--- src/rtl/hier_resp_merge_pkg.sv ---
// rtl/hier_resp_merge_pkg.sv - shared types and index-width helper for the response merge node
package hier_pkg;

    localparam int NUM_CHILD_DEF = 5;
    localparam int DATA_W_DEF    = 32;

    // Index width never drops below one bit so single-bit ids stay legal.
    function automatic int child_idx_w(input int n);
        return (n > 1) ? $clog2(n) : 1;
    endfunction

    localparam int CHILD_IDX_W = child_idx_w(NUM_CHILD_DEF);

    typedef logic [CHILD_IDX_W-1:0] child_idx_t;

    typedef struct packed {
        logic [DATA_W_DEF-1:0] data;
        child_idx_t            id;
    } resp_beat_t;

endpackage

--- src/rtl/hier_rr_arbiter.sv ---
// rtl/hier_rr_arbiter.sv - round-robin pick of the first requester at or after the pointer
module hier_rr_arbiter #(
    parameter int NUM_CHILD = 5,
    parameter int IDX_W     = 3
) (
    input  logic [NUM_CHILD-1:0] req_i,
    input  logic [IDX_W-1:0]     ptr_i,
    output logic [NUM_CHILD-1:0] grant_o,
    output logic [IDX_W-1:0]     idx_o,
    output logic                 valid_o
);

    int best_dist;

    // Distance from the pointer with wrap; the smallest distance among requesters wins.
    always_comb begin
        grant_o   = '0;
        idx_o     = '0;
        valid_o   = 1'b0;
        best_dist = NUM_CHILD;
        for (int j = 0; j < NUM_CHILD; j++) begin
            if (req_i[j] && (((j + NUM_CHILD - int'(ptr_i)) % NUM_CHILD) < best_dist)) begin
                best_dist = (j + NUM_CHILD - int'(ptr_i)) % NUM_CHILD;
                idx_o     = IDX_W'(j);
                valid_o   = 1'b1;
            end
        end
        if (valid_o) begin
            grant_o[idx_o] = 1'b1;
        end
    end

endmodule

--- src/rtl/hier_resp_merge.sv ---
// rtl/hier_resp_merge.sv - merges child response beats into one registered parent channel
module hier_resp_merge
    import hier_pkg::*;
#(
    parameter int  NUM_CHILD = 5,
    parameter int  DATA_W    = 32,
    parameter int  CNT_W     = 16,
    localparam int IDX_W     = child_idx_w(NUM_CHILD)
) (
    input  logic                        clk,
    input  logic                        rst_n,
    input  logic [NUM_CHILD-1:0]        child_valid,
    output logic [NUM_CHILD-1:0]        child_ready,
    input  logic [NUM_CHILD*DATA_W-1:0] child_data,
    output logic                        parent_valid,
    input  logic                        parent_ready,
    output logic [DATA_W-1:0]           parent_data,
    output logic [IDX_W-1:0]            parent_id,
    output logic [CNT_W-1:0]            beat_cnt,
    output logic                        busy
);

    logic [NUM_CHILD-1:0] grant;
    logic [IDX_W-1:0]     gnt_idx;
    logic                 gnt_vld;
    logic                 can_load;
    logic                 load;
    logic                 drain;
    logic [DATA_W-1:0]    data_sel;

    logic [IDX_W-1:0]     ptr_q, ptr_d;
    logic                 full_q, full_d;
    logic [DATA_W-1:0]    data_q, data_d;
    logic [IDX_W-1:0]     id_q, id_d;
    logic [CNT_W-1:0]     cnt_q, cnt_d;

    hier_rr_arbiter #(
        .NUM_CHILD (NUM_CHILD),
        .IDX_W     (IDX_W)
    ) u_arb (
        .req_i   (child_valid),
        .ptr_i   (ptr_q),
        .grant_o (grant),
        .idx_o   (gnt_idx),
        .valid_o (gnt_vld)
    );

    // A slot is free when empty or when the held beat leaves on this same edge.
    assign can_load    = !full_q || parent_ready;
    assign load        = gnt_vld && can_load && rst_n;
    assign drain       = full_q && parent_ready;
    assign child_ready = (can_load && rst_n) ? grant : '0;

    always_comb begin
        data_sel = '0;
        for (int j = 0; j < NUM_CHILD; j++) begin
            if (gnt_idx == IDX_W'(j)) begin
                data_sel = child_data[j*DATA_W +: DATA_W];
            end
        end
    end

    always_comb begin
        ptr_d  = ptr_q;
        full_d = full_q;
        data_d = data_q;
        id_d   = id_q;
        cnt_d  = cnt_q;
        if (drain && (cnt_q != {CNT_W{1'b1}})) begin
            cnt_d = cnt_q + CNT_W'(1);
        end
        if (load) begin
            full_d = 1'b1;
            data_d = data_sel;
            id_d   = gnt_idx;
            ptr_d  = (gnt_idx == IDX_W'(NUM_CHILD - 1)) ? '0 : gnt_idx + IDX_W'(1);
        end else if (drain) begin
            full_d = 1'b0;
        end
    end

    always_ff @(posedge clk or negedge rst_n) begin
        if (!rst_n) begin
            ptr_q  <= '0;
            full_q <= 1'b0;
            data_q <= '0;
            id_q   <= '0;
            cnt_q  <= '0;
        end else begin
            ptr_q  <= ptr_d;
            full_q <= full_d;
            data_q <= data_d;
            id_q   <= id_d;
            cnt_q  <= cnt_d;
        end
    end

    assign parent_valid = full_q;
    assign parent_data  = data_q;
    assign parent_id    = id_q;
    assign beat_cnt     = cnt_q;
    assign busy         = full_q;

endmodule
--- config.mk ---
export PLATFORM = sky130hd
export DESIGN_NAME = hier_resp_merge
export DESIGN_NICKNAME = d
export VERILOG_FILES = /design/src/rtl/hier_resp_merge_pkg.sv /design/src/rtl/hier_rr_arbiter.sv /design/src/rtl/hier_resp_merge.sv
export SDC_FILE = /design/constraint.sdc
export NUM_CORES = 1
export LEC_CHECK = 0
export ABC_AREA = 1
export CAP_MARGIN = 0
export CORE_ASPECT_RATIO = 1.4
export CORE_MARGIN = 8
export CORE_UTILIZATION = 50
export DETAILED_ROUTE_END_ITERATION = 7
export PLACE_DENSITY_LB_ADDON = 0.12
export SLEW_MARGIN = 0
export SYNTH_ARGS = -nofsm -noshare
export SYNTH_HDL_FRONTEND = slang
export SYNTH_SLANG_ARGS = --single-unit
--- constraint.sdc ---
create_clock -name clk -period 29.7 [get_ports clk]
set_input_delay 5.94 -clock clk [delete_from_list [all_inputs] [get_ports clk]]
set_output_delay 5.94 -clock clk [all_outputs]
set_load 0.01 [all_outputs]
== After elaboration in Yosys (flattened, before gate mapping) ==
Index checks and enable logic that the tools add are counted.
Cells by class
  $add $sub $neg: 7
  div/mod/pow operators: 5
  $lt $le $gt $ge: 7
  equality and inequality tests: 5
  muxes and demuxes: 25
  reduce and logical (&&, ||, !) cells: 15
Operator list (count)
  32-bit 2-to-1 mux: 9
  32-bit by 4-bit modulo with 32-bit output, second input constant: 5
  32-bit < comparator: 4
  32-bit by 4-bit < comparator with 1-bit output, second input constant: 1
  16-bit by 1-bit adder with 16-bit output, second input constant: 1
  16-bit != test, second input constant: 1
  3-bit by 3-bit subtractor with 4-bit output, first input constant: 3
  1-bit logical AND: 11
  5-bit 2-to-1 mux: 2
  4-bit by 3-bit subtractor with 5-bit output, first input constant: 2
  1-bit 2-to-1 mux: 9
  3-bit by 2-bit equality test with 1-bit output, second input constant: 2
  3-bit 2-to-1 mux: 2
  3-bit by 4-bit < comparator with 1-bit output, second input constant: 1
  2-bit 2-to-1 mux: 2
  3-bit by 1-bit adder with 3-bit output, second input constant: 1
  1-bit demux with 3-bit select: 1
  3-bit by 1-bit equality test with 1-bit output, second input constant: 1
  3-bit equality test, second input constant: 1
  3-bit by 1-bit greater-or-equal comparator with 1-bit output, second input constant: 1
  3-bit logical NOT: 1
  2-bit nonzero test: 1
  1-bit logical NOT: 1
  1-bit logical OR: 1
Storage, ports and cells
  bits in registers: 55
  input port bits: 168
  output and inout bits: 58
  word-level logic and storage cells: 69

== Logic depth before layout (Yosys ltp) ==
Gate-level depths: netlist of the first run.
  word-level depth: 23
  mapped depth: 110

== Modules after synthesis ==
A second synthesis of the first run with hierarchy kept.
Second synthesis, totals
  cells, all modules: 1661
  area total of the unflattened synthesis: 10267.3 µm²
By module, submodules not included
  hier_rr_arbiter: instances 1, cells each 990, area an instance 5920.7 µm², sequential area each 0.0 µm²
  hier_resp_merge: instances 1, cells each 671, area an instance 4346.7 µm², sequential area each 1376.3 µm²

== Worst setup path before layout of the first run ==
No wires, ideal clock.
  kind: input -> output
  from: input port child_valid[0]
  to: output port child_ready[1]
  arrival time: 14.179 ns
  required time: 23.760 ns
  path slack: 9.581 ns
  cell stages on the path: 63
  cells stage by stage: nand2_1 -> inv_1 -> clkbuf_1 -> clkbuf_1 -> nand2_1 -> ha_1 -> a21oi_1 -> o21ai_0 -> nand3_1 -> nand2_1 -> nand2_1 -> a21oi_1 -> a2111oi_0 -> nand3_1 -> nand3_1 -> inv_1 -> nand3_1 -> clkbuf_1 -> [... 27 more ...] -> ha_1 -> a21oi_1 -> o21ai_0 -> nand3_1 -> a21oi_1 -> a211oi_1 -> nor2_1 -> a211oi_1 -> nand2_1 -> nand2_1 -> nand3_2 -> inv_2 -> nor2_1 -> nand3_2 -> nand2_2 -> buf_6 -> buf_6 -> nor3_1
Between the ends
  cells in the longest elaborated chain, start to end: 20
RTL lines
  from (decl): line hier_resp_merge.sv:12  | input logic [NUM_CHILD-1:0] child_valid,
  1-bit logical AND *: line hier_rr_arbiter.sv:22  | if (req_i[j] && (((j + NUM_CHILD - int'(ptr_i)) % NUM_CHILD) < best_dist)) begin
  32-bit 2-to-1 mux: line hier_rr_arbiter.sv:22
  32-bit < comparator: line hier_rr_arbiter.sv:22
  1-bit logical AND: line hier_rr_arbiter.sv:22
  32-bit 2-to-1 mux: line hier_rr_arbiter.sv:22
  32-bit < comparator: line hier_rr_arbiter.sv:22
  1-bit logical AND: line hier_rr_arbiter.sv:22
  32-bit 2-to-1 mux: line hier_rr_arbiter.sv:22
  [... 4 more ...]
  1-bit logical AND: line hier_rr_arbiter.sv:22
  3-bit 2-to-1 mux: line hier_rr_arbiter.sv:22
  3-bit by 4-bit < comparator with 1-bit output (not written as such) / 3-bit by 1-bit greater-or-equal comparator with 1-bit output (equally long branches): line hier_rr_arbiter.sv:29  | grant_o[idx_o] = 1'b1;
  1-bit logical AND (not written as such): line hier_rr_arbiter.sv:29
  1-bit 2-to-1 mux (not written as such): line hier_rr_arbiter.sv:29
  1-bit demux with 3-bit select
  5-bit 2-to-1 mux *: line hier_rr_arbiter.sv:28  | if (valid_o) begin
  5-bit 2-to-1 mux *: line hier_resp_merge.sv:52  | assign child_ready = (can_load && rst_n) ? grant : '0;
  to (decl): line hier_resp_merge.sv:13  | output logic [NUM_CHILD-1:0] child_ready,
Every way passes the cells marked *; elsewhere a longest branch is shown, timed or not.

== Worst setup path in the final report of the first run ==
  from: input port child_valid[0]
  to: output port child_ready[0]
Same word-level chain as after synthesis.

==> results of run 1 <==
-- stage by stage --
step / util (%) / area, um2
3_5_place_dp: 62.6 / 12000
4_1_cts: 63.5 / 12200
5_1_grt: 63.5 / 12200
3_3_place_gp: 62.6 / 12000
6_report: 63.5 / 12200
2_1_floorplan: - / 9770
-- final timing paths --
path | endpoint | slack (ns)
min reg2reg | parent_data[6]$_DFFE_PN0P_ | 0.48
max | child_ready[0] | 5.29
max reg2reg | parent_data[0]$_DFFE_PN0P_ | 11.97
min | parent_data[6]$_DFFE_PN0P_ | 0.48
max in group asynchronous | parent_data[0]$_DFFE_PN0P_ | 23.42
min in group asynchronous | parent_data[14]$_DFFE_PN0P_ | 5.78
-- cell usage in the layout, fill, tap and decap left out, types with 10 or more instances in the layout --
master | netlist | final
sky130_fd_sc_hd__nand2_1 | 507 | 506
sky130_fd_sc_hd__clkdlybuf4s50_1 | 0 | 224
sky130_fd_sc_hd__nor2_1 | 160 | 160
sky130_fd_sc_hd__ha_1 | 155 | 155
sky130_fd_sc_hd__inv_1 | 145 | 145
sky130_fd_sc_hd__nand3_1 | 129 | 129
sky130_fd_sc_hd__a21oi_1 | 117 | 117
sky130_fd_sc_hd__o21ai_0 | 113 | 112
sky130_fd_sc_hd__dfrtp_1 | 55 | 55
sky130_fd_sc_hd__nand4_1 | 50 | 50
sky130_fd_sc_hd__xor2_1 | 34 | 34
sky130_fd_sc_hd__nor3_1 | 14 | 14
sky130_fd_sc_hd__buf_4 | 10 | 10
-- area by class of cell --
class                   count  area share (%)
diodes                      1          0.0205
clock buffers               6            1.06
clock inverters             2           0.318
inverters                 150            4.61
multi-input cells        1345            61.1
flip-flops and latches     55            11.3
well taps                 248            2.54
repair buffers            235            19.0
-- routing by layer --
metal	up-vias	wire length (um)	track usage [%]
li1	5694	-	-
met1	4901	12500	27.6
met2	340	15400	45.5
met3	69	2350	6.55
met4	0	1410	12.1
met5	-	0	0
-- logic make-up after synthesis --
| group | Yosys count | share of synthesized area, % |
|---|---|---|
| AOI/OAI and AO/OA | 258 | 14.0 |
| DFF | 55 | 14.1 |
| adders and majority gates | 155 | 19.8 |
| buffers and inverters | 230 | 9.80 |
| muxes | 1 | 0.115 |
| and+or+nand+nor | 892 | 38.7 |
| xor gates and xnor gates | 39 | 3.50 |
-- cells in the mapped netlist (all sizes together) --
cell type | count | area share, %
o21ai | 118 | 6.0
dfrtp | 55 | 14
a21boi | 2 | 0.15
clkbuf | 43 | 1.7
nand4 | 50 | 3.2
clkinv | 3 | 0.12
o21a | 1 | 0.077
xor2 | 34 | 3.0
nor4 | 4 | 0.26
a211oi | 9 | 0.69
a2111oi | 3 | 0.27
nor3 | 14 | 0.72
o22ai | 1 | 0.064
a31oi | 2 | 0.19
buf | 37 | 2.4
nand2 | 514 | 20
ha | 155 | 20
nand3b | 3 | 0.23
or2 | 6 | 0.38
nor2 | 164 | 6.5
mux2 | 1 | 0.12
a21oi | 118 | 6.2
xnor2 | 5 | 0.45
o31ai | 1 | 0.077
nand3 | 137 | 7.5
o221a | 1 | 0.12
inv | 147 | 5.6
o211ai | 2 | 0.15
-- worst max-delay path: cells and delay by family --
family | cells | cell delay (ns)
AO/OA/AOI/OAI | 14 | 2.71
adder cells (fa/ha/maj) | 4 | 1.34
buffers and inverters | 10 | 2.70
AND/OR/NAND/NOR | 34 | 5.72
-- registers in the layout, indices dropped and copies added (netlist names) --
register     flops
beat_cnt        16
busy             1
parent_data     32
parent_id        3
ptr_q            3
==> metrics.yaml, run 1 <==
run_status:
  run_status: "complete, no violations"
worst_setup_path:
  worstSetupStartpointType: "primary input"
  cpMaxStageDelayCell: "sky130_fd_sc_hd__clkdlybuf4s50_1"
  critPathRequiredTime_ns: 23.76
  critical_path.startpoint: "child_valid[0]"
  cp-end-kind: "primary output"
  cpPeakStageDelay_ns: 0.69
  start_to_end_type_of_the_worst_setup_path: "primary input to primary output"
  r2r_start: "ptr_q[0]$_DFFE_PN0P_"
  cp_data_arrival_time_ns: 18.47
  cp_max_fo: 107
  critical-path-top-cell-by-count: "sky130_fd_sc_hd__nand2_1"
  r2r.worst_path.cells: 90
clock_network:
  cts_root_cell: "sky130_fd_sc_hd__clkbuf_16"
  tritoncts_clock_tree: "yes"
  clk-insertion-delay-late_ns: 0.30
  ctsHtreeMaxLevel: 2
  cts_setup_buffers: 0
  ctsHoldBuffers: 0
  clock_path_buffers: 2
  cts-buffers-inserted: 5
  path_clk_slew_ns: 0.07
  cts_resized: 0
  clock_sinks: 55
synthesis:
  syn_inst: 1630
  synth_warnings: 0
  syn_avg_cell_area_um2: 6.00
  ys_seq_area_share_pct: 14.1
  ys_seq_elements: 55
  synth_area_um2: 9770
  distinct_cells_synth: 40
  synth.net_count: 1953
floorplanning:
  floorplan.die.height_um: 181
  core_area_um2: 19200
  initial_core_util_pct: 50.8
  die-area_um2: 24300
  die-width_um: 134
  std_cell_rows: 60
  io_pins: 226
grt:
  grt_antenna_before_repair: 1
  first_global_vias: 10700
  wire_length_of_the_first_global_routing_pass_mm: 51.8
  grtUsageTotal_pct: 25.6
  global_route.overflow_total: 0
  grt_max_degree: 108
route:
  avgViaCountPerCell: 5.39
  drtIter0Drc: 747
  route.vias.total: 11000
  drc: 0
  route.detailed.wl_per_inst_um: 15.5
  routed_wl_mm: 31.7
  final_antenna_net_count: 0
  detailed_routing_iterations_pass_1: 6
sta:
  tns_ns: 0
  skew_ns: 0.0102
  final_count_of_pins_violating_max_slew: 0
  layout_min_cycle_time_ns: 24.41
  worst_pin_slew_ns: 1.16
  final_hold_viol_count: 0
  hold_slack_ns: 0.480
  slew-limit-headroom_pct: 22.5
  setup_slack_ns: 5.29
  finalSetupViolCount: 0
  max_freq_mhz: 41.0
  finalCritPeriodShare_pct: 82.2
  rsz0062_at_grt: "false"
hold_path:
  hold_path_startpoint: "parent_data[6]$_DFFE_PN0P_"
  worst_hold_path.num_cells: 2
  holdCritPathClass: "flop to flop"
final_layout:
  share_of_post_route_cells_with_drive_strength_above_1_pct: 2.84
  seq_area_um2: 1380
  syn_to_final_growth_pct: 24.9
  final_net_count: 2115
  stdcell_count: 2042
  multi_input_area_um2: 7460
  layout.filler_cells: 1881
placement:
  dp_slack_ns: 5.38
  place.detailed.instances: 2033
  input_output_buffers: 225
  gp_routability_congestion: 0.919
  post-dp-hpwl_mm: 25.0
job:
  drv_cap: 0
Power of run 1 is not shown: default switching activity piles up to over one toggle a cycle in this logic, so the estimate is an artifact.
==> run 2, diff against run 1 <==
==> constraint.sdc (replaced) <==
create_clock -name clk -period 24.1 [get_ports clk]
set_input_delay 4.82 -clock clk [delete_from_list [all_inputs] [get_ports clk]]
set_output_delay 4.82 -clock clk [all_outputs]
set_load 0.01 [all_outputs]
==> run 2 against run 1 <==
Compared with the run above: design area shrank 0.20%; cell count is essentially flat; worst hold slack is essentially flat; highest routed layer unchanged; wire length grew 0.57%; worst setup slack lost 2.8 ns; critical path type unchanged.
==> metrics.yaml, run 2 (synthesized netlist as in run 1, its figures left out) <==
run_status:
  run_status: "complete, no violations"
sta:
  final_hold_viol_count: 0  # unchanged
  slew-limit-headroom_pct: 25.2  # +2.7 points
  final_count_of_pins_violating_max_slew: 0  # unchanged
  rsz0062_at_grt: "false"
  finalCritPeriodShare_pct: 89.6
  tns_ns: 0  # unchanged
  finalSetupViolCount: 0  # unchanged
  hold_slack_ns: 0.480  # +0.000332 ns
  worst_pin_slew_ns: 1.12  # -0.0401 ns
  layout_min_cycle_time_ns: 21.60
  max_freq_mhz: 46.3
  skew_ns: 0.00433  # -0.00591 ns
placement:
  post-dp-hpwl_mm: 25.2  # +0.67%
  gp_routability_congestion: 0.900  # -2.1%
  input_output_buffers: 225  # unchanged
floorplanning:
  floorplan.die.height_um: 181  # unchanged
  die-width_um: 134  # unchanged
  io_pins: 226  # unchanged
  initial_core_util_pct: 50.8  # unchanged
  die-area_um2: 24300  # unchanged
  std_cell_rows: 60  # unchanged
  core_area_um2: 19200  # unchanged
route:
  avgViaCountPerCell: 5.40  # +0.18%
  drtIter0Drc: 681  # -8.8%
  route.detailed.wl_per_inst_um: 15.6  # +0.52%
  routed_wl_mm: 31.9  # +0.57%
  route.vias.total: 11000  # +0.23%
  drc: 0  # unchanged
  detailed_routing_iterations_pass_1: 5  # -1
  final_antenna_net_count: 0  # unchanged
worst_setup_path:
  worstSetupStartpointType: "primary input"
  r2r_start: "ptr_q[0]$_DFFE_PN0P_"
  cp-end-kind: "primary output"
  cp_max_fo: 42  # -61%
  worstReg2RegEnd: "parent_data[0]$_DFFE_PN0P_"
  start_to_end_type_of_the_worst_setup_path: "primary input to primary output"
  critPathRequiredTime_ns: 19.28  # -4.48 ns
  r2r_setup_slack_ns: 6.85  # -5.12 ns
  cpPeakStageDelay_ns: 0.66  # -0.03 ns
  cpMaxStageDelayCell: "sky130_fd_sc_hd__clkdlybuf4s50_1"
  critical-path-top-cell-by-count: "sky130_fd_sc_hd__nand2_1"
  cp_data_arrival_time_ns: 16.78  # -1.69 ns
  r2r.worst_path.cells: 89  # -1.1%
final_layout:
  final_net_count: 2114  # -0.047%
  syn_to_final_growth_pct: 24.6
  layout.filler_cells: 1894  # +0.69%
  flip_flop_count_of_the_largest_register_after_layout: 32  # unchanged
  finalCoreUtilization_pct: 63.4  # -0.12 points
  share_of_post_route_cells_with_drive_strength_above_1_pct: 2.79  # -0.054 points
  layout_common_cells: "506 x sky130_fd_sc_hd__nand2_1, 224 x sky130_fd_sc_hd__clkdlybuf4s50_1, 160 x sky130_fd_sc_hd__nor2_1, 155 x sky130_fd_sc_hd__ha_1, 145 x sky130_fd_sc_hd__inv_1"
  mostFrequentLayoutCell: "sky130_fd_sc_hd__nand2_1"
clock_network:
  cts_setup_buffers: 0  # unchanged
  ctsHoldBuffers: 0  # unchanged
  clock_sinks: 55  # unchanged
  clk-insertion-delay-late_ns: 0.30  # about the same
  cts-buffers-inserted: 5  # unchanged
  clock_path_buffers: 2  # unchanged
  ctsHtreeMaxLevel: 2  # unchanged
  cts_resized: 0  # unchanged
  tritoncts_clock_tree: "yes"
  cts_root_cell: "sky130_fd_sc_hd__clkbuf_16"
  path_clk_slew_ns: 0.07  # about the same
hold_path:
  worst_hold_path.num_cells: 2  # unchanged
  whs_endpoint: "parent_data[21]$_DFFE_PN0P_"
  hold_path_startpoint: "parent_data[21]$_DFFE_PN0P_"
  holdCritPathClass: "flop to flop"
grt:
  grt_antenna_before_repair: 3  # +2
  grtUsageTotal_pct: 25.7  # +0.13 points
  global_route.overflow_total: 0  # unchanged
  wire_length_of_the_first_global_routing_pass_mm: 52.1  # +0.61%
  grt_max_degree: 107  # -0.93%
  first_global_vias: 10700  # -0.21%
job:
  drv_cap: 0  # unchanged
-- run 2: cell count changes in the layout (fill, tap and decap cells not counted) --
cell / before / now
sky130_fd_sc_hd__buf_4: 10 / 9
sky130_fd_sc_hd__clkinv_4: 0 / 2
sky130_fd_sc_hd__diode_2: 1 / 3
sky130_fd_sc_hd__inv_6: 1 / 0
sky130_fd_sc_hd__bufinv_16: 1 / 0
-- run 2: worst max-delay path, delay by kind of cell --
kind | cells | cell delay, ns
adder cells (fa/ha/maj) | 4 | 1.36
AND/OR/NAND/NOR | 35 | 5.22
AO/OA/AOI/OAI | 14 | 2.70
buffers and inverters | 7 | 2.64
-- run 2: worst max-delay path by stage --
| stage | startpoint | to | depth (start not counted) |
|---|---|---|---|
| finish | child_valid[0] | child_ready[0] | 60 |
| CTS | child_valid[0] | child_ready[0] | 59 |
| floorplan | child_valid[0] | child_ready[1] | 63 |
| global placement | child_valid[0] | child_ready[0] | 60 |
| detailed placement | child_valid[0] | child_ready[0] | 59 |
| global route | ptr_q[0]$_DFFE_PN0P_ | child_ready[0] | 83 |
-- run 2: metrics by stage --
| stage | instance area, um2 | worst slack, ns | cells |
|---|---|---|---|
| after detailed placement | 12000 | 2.56 | 2032 |
| final | 12200 | 2.50 | 2043 |
| after global placement | 12000 | 2.91 | 2032 |
| after floorplan | 9770 | 6.22 | 1630 |
| after global routing | 12200 | 0.404 | 2043 |
| after CTS | 12200 | 2.52 | 2040 |
-- run 2: layout make-up --
class / count / area [um2] / area share [%]
tap: 248 / 310 / 2.55
timing repair buffer: 234 / 2310 / 19.0
sequential: 55 / 1380 / 11.3
clock buffer: 6 / 129 / 1.06
multi-input combinational: 1345 / 7460 / 61.3
inverter: 150 / 563 / 4.62
antenna: 3 / 7.51 / 0.0616
clock inverter: 2 / 17.5 / 0.144
-- run 2: layer usage --
| layer | part of all wire, % | global-route usage [%] | up-vias |
|---|---|---|---|
| met2 | 50 | 46.3 | 326 |
| met4 | 3.6 | 11.5 | 0 |
| met3 | 7.2 | 6.35 | 62 |
| met5 | 0 | 0 | - |
| met1 | 39 | 27.6 | 4948 |
| li1 | - | - | 5693 |
Power of run 2 is left out for the same reason.
==> RTL edit (flow settings as in run 2) <==
Take the reset off `id_q` and load it in a clocked block of its own.
--- a/src/rtl/hier_resp_merge.sv
+++ b/src/rtl/hier_resp_merge.sv
@@ -86,3 +86,2 @@
             data_q <= '0;
-            id_q   <= '0;
             cnt_q  <= '0;
@@ -92,5 +91,8 @@
             data_q <= data_d;
-            id_q   <= id_d;
             cnt_q  <= cnt_d;
         end
+    end
+
+    always_ff @(posedge clk) begin
+        id_q <= id_d;
     end
Formal check against the unedited RTL: differs if rst_n is asserted again (counterexample within 4 cycles, from zero or initial values and one cycle with rst_n low); with rst_n held inactive, the same outputs for 4 cycles.
==> RTL edit against run 2 <==
Worst setup slack improved by 0.11 ns. Fmax increased by 0.53%. First-iteration DRC count decreased by 3.7%. Non-clock buffer count increased by 7. Area after synthesis increased by 0.70%. Global-route usage increased by 0.76 points. Critical path depth decreased by 5. Wire length increased by 4.3%. Utilization increased by 0.19 points. Final area increased by 0.69%. Sequential cell count unchanged. Highest routed layer is now met5.
Power is left out: the tool's default activity adds up to more than one toggle a clock period on the data nets, which glitch-free logic cannot reach.
==> RTL edit: results (changes against run 2) <==
* Worst R2R End: parent_data[23]
* Status: complete, no violations
* Vias per inst at 5.60 (+3.8%)
* Share of cells above drive strength 1 at 5.49% (+2.7 points)
* Gpl congestion at 0.946 (+5.1%)
* Top Layer Used: met5
* Hold path endpoint: parent_data[1]
* Most frequent cells after synthesis: nand2_1 (469), ha_1 (155), nor2_1 (148)
* FF-to-FF setup slack at 6.83 ns (-0.02 ns)
* Layout Skew at 0.00680 ns (+0.00247 ns)
* R2R depth at 73 (-18%)
* Met2 capacity usage during global routing at 47.9% (+1.6 points)
* Synth Area in Compound Gates at 16.7% (+2.8 points)
* Relative slew slack at 25.0% (-0.27 points)
* FFs w/ async S/R, synth at 94.5% (-5.5 points)
* Met3 Use GR at 6.85% (+0.50 points)
* First-pass GRT wire length at 53300 µm (+2.3%)
* Worst path arrival time at 16.66 ns (-0.12 ns)
* Pre-CTS setup slack at 2.73 ns (+0.172 ns)
* WL met1 at 12900 µm (+2.9%)
* Vias in the first global route at 10700 (+0.10%)
* Routed WL per cell at 16.5 µm (+5.5%)
* Number of nets in the layout at 2090 (-1.1%)
* Met1 Usage GRT at 29.0% (+1.4 points)
* Iter 0 DRT Violations at 656 (-3.7%)
* Largest net degree at the start of global routing at 88 (-18%)
* Placed wire-length estimate at 26200 µm (+4.0%)
* Initial antenna violation count at 4 (+1)
* Syn_nets at 1928 (-1.3%)
* Adder-cell share of the synthesized area at 19.7% (-0.14 points)
[RTL edit: final cells by class]
cell class	count	area share [%]
antenna	3	0.0612
clock buffer	7	1.16
clock inverter	1	0.0714
inverter	144	4.42
multi-input combinational	1320	61.1
sequential	55	11.3
tap	248	2.53
timing repair buffer	241	19.3
[RTL edit: worst max-delay path by stage]
stage	startpoint	to	slack [ns]
detailed placement	child_valid[0]	child_ready[0]	2.73
global placement	child_valid[0]	child_ready[0]	3.11
floorplan	child_valid[0]	child_ready[2]	5.57
finish	child_valid[0]	child_ready[0]	2.62
global route	child_valid[0]	child_ready[0]	1.31
CTS	child_valid[0]	child_ready[0]	2.72
[RTL edit: through the flow]
stage	hold slack, ns	std cells	utilization (%)
2_1_floorplan	0.513	1605	-
3_3_place_gp	0.464	2008	62.7
3_5_place_dp	0.467	2008	62.7
4_1_cts	0.487	2016	63.5
5_1_grt	0.496	2019	63.6
6_report	0.486	2019	63.6
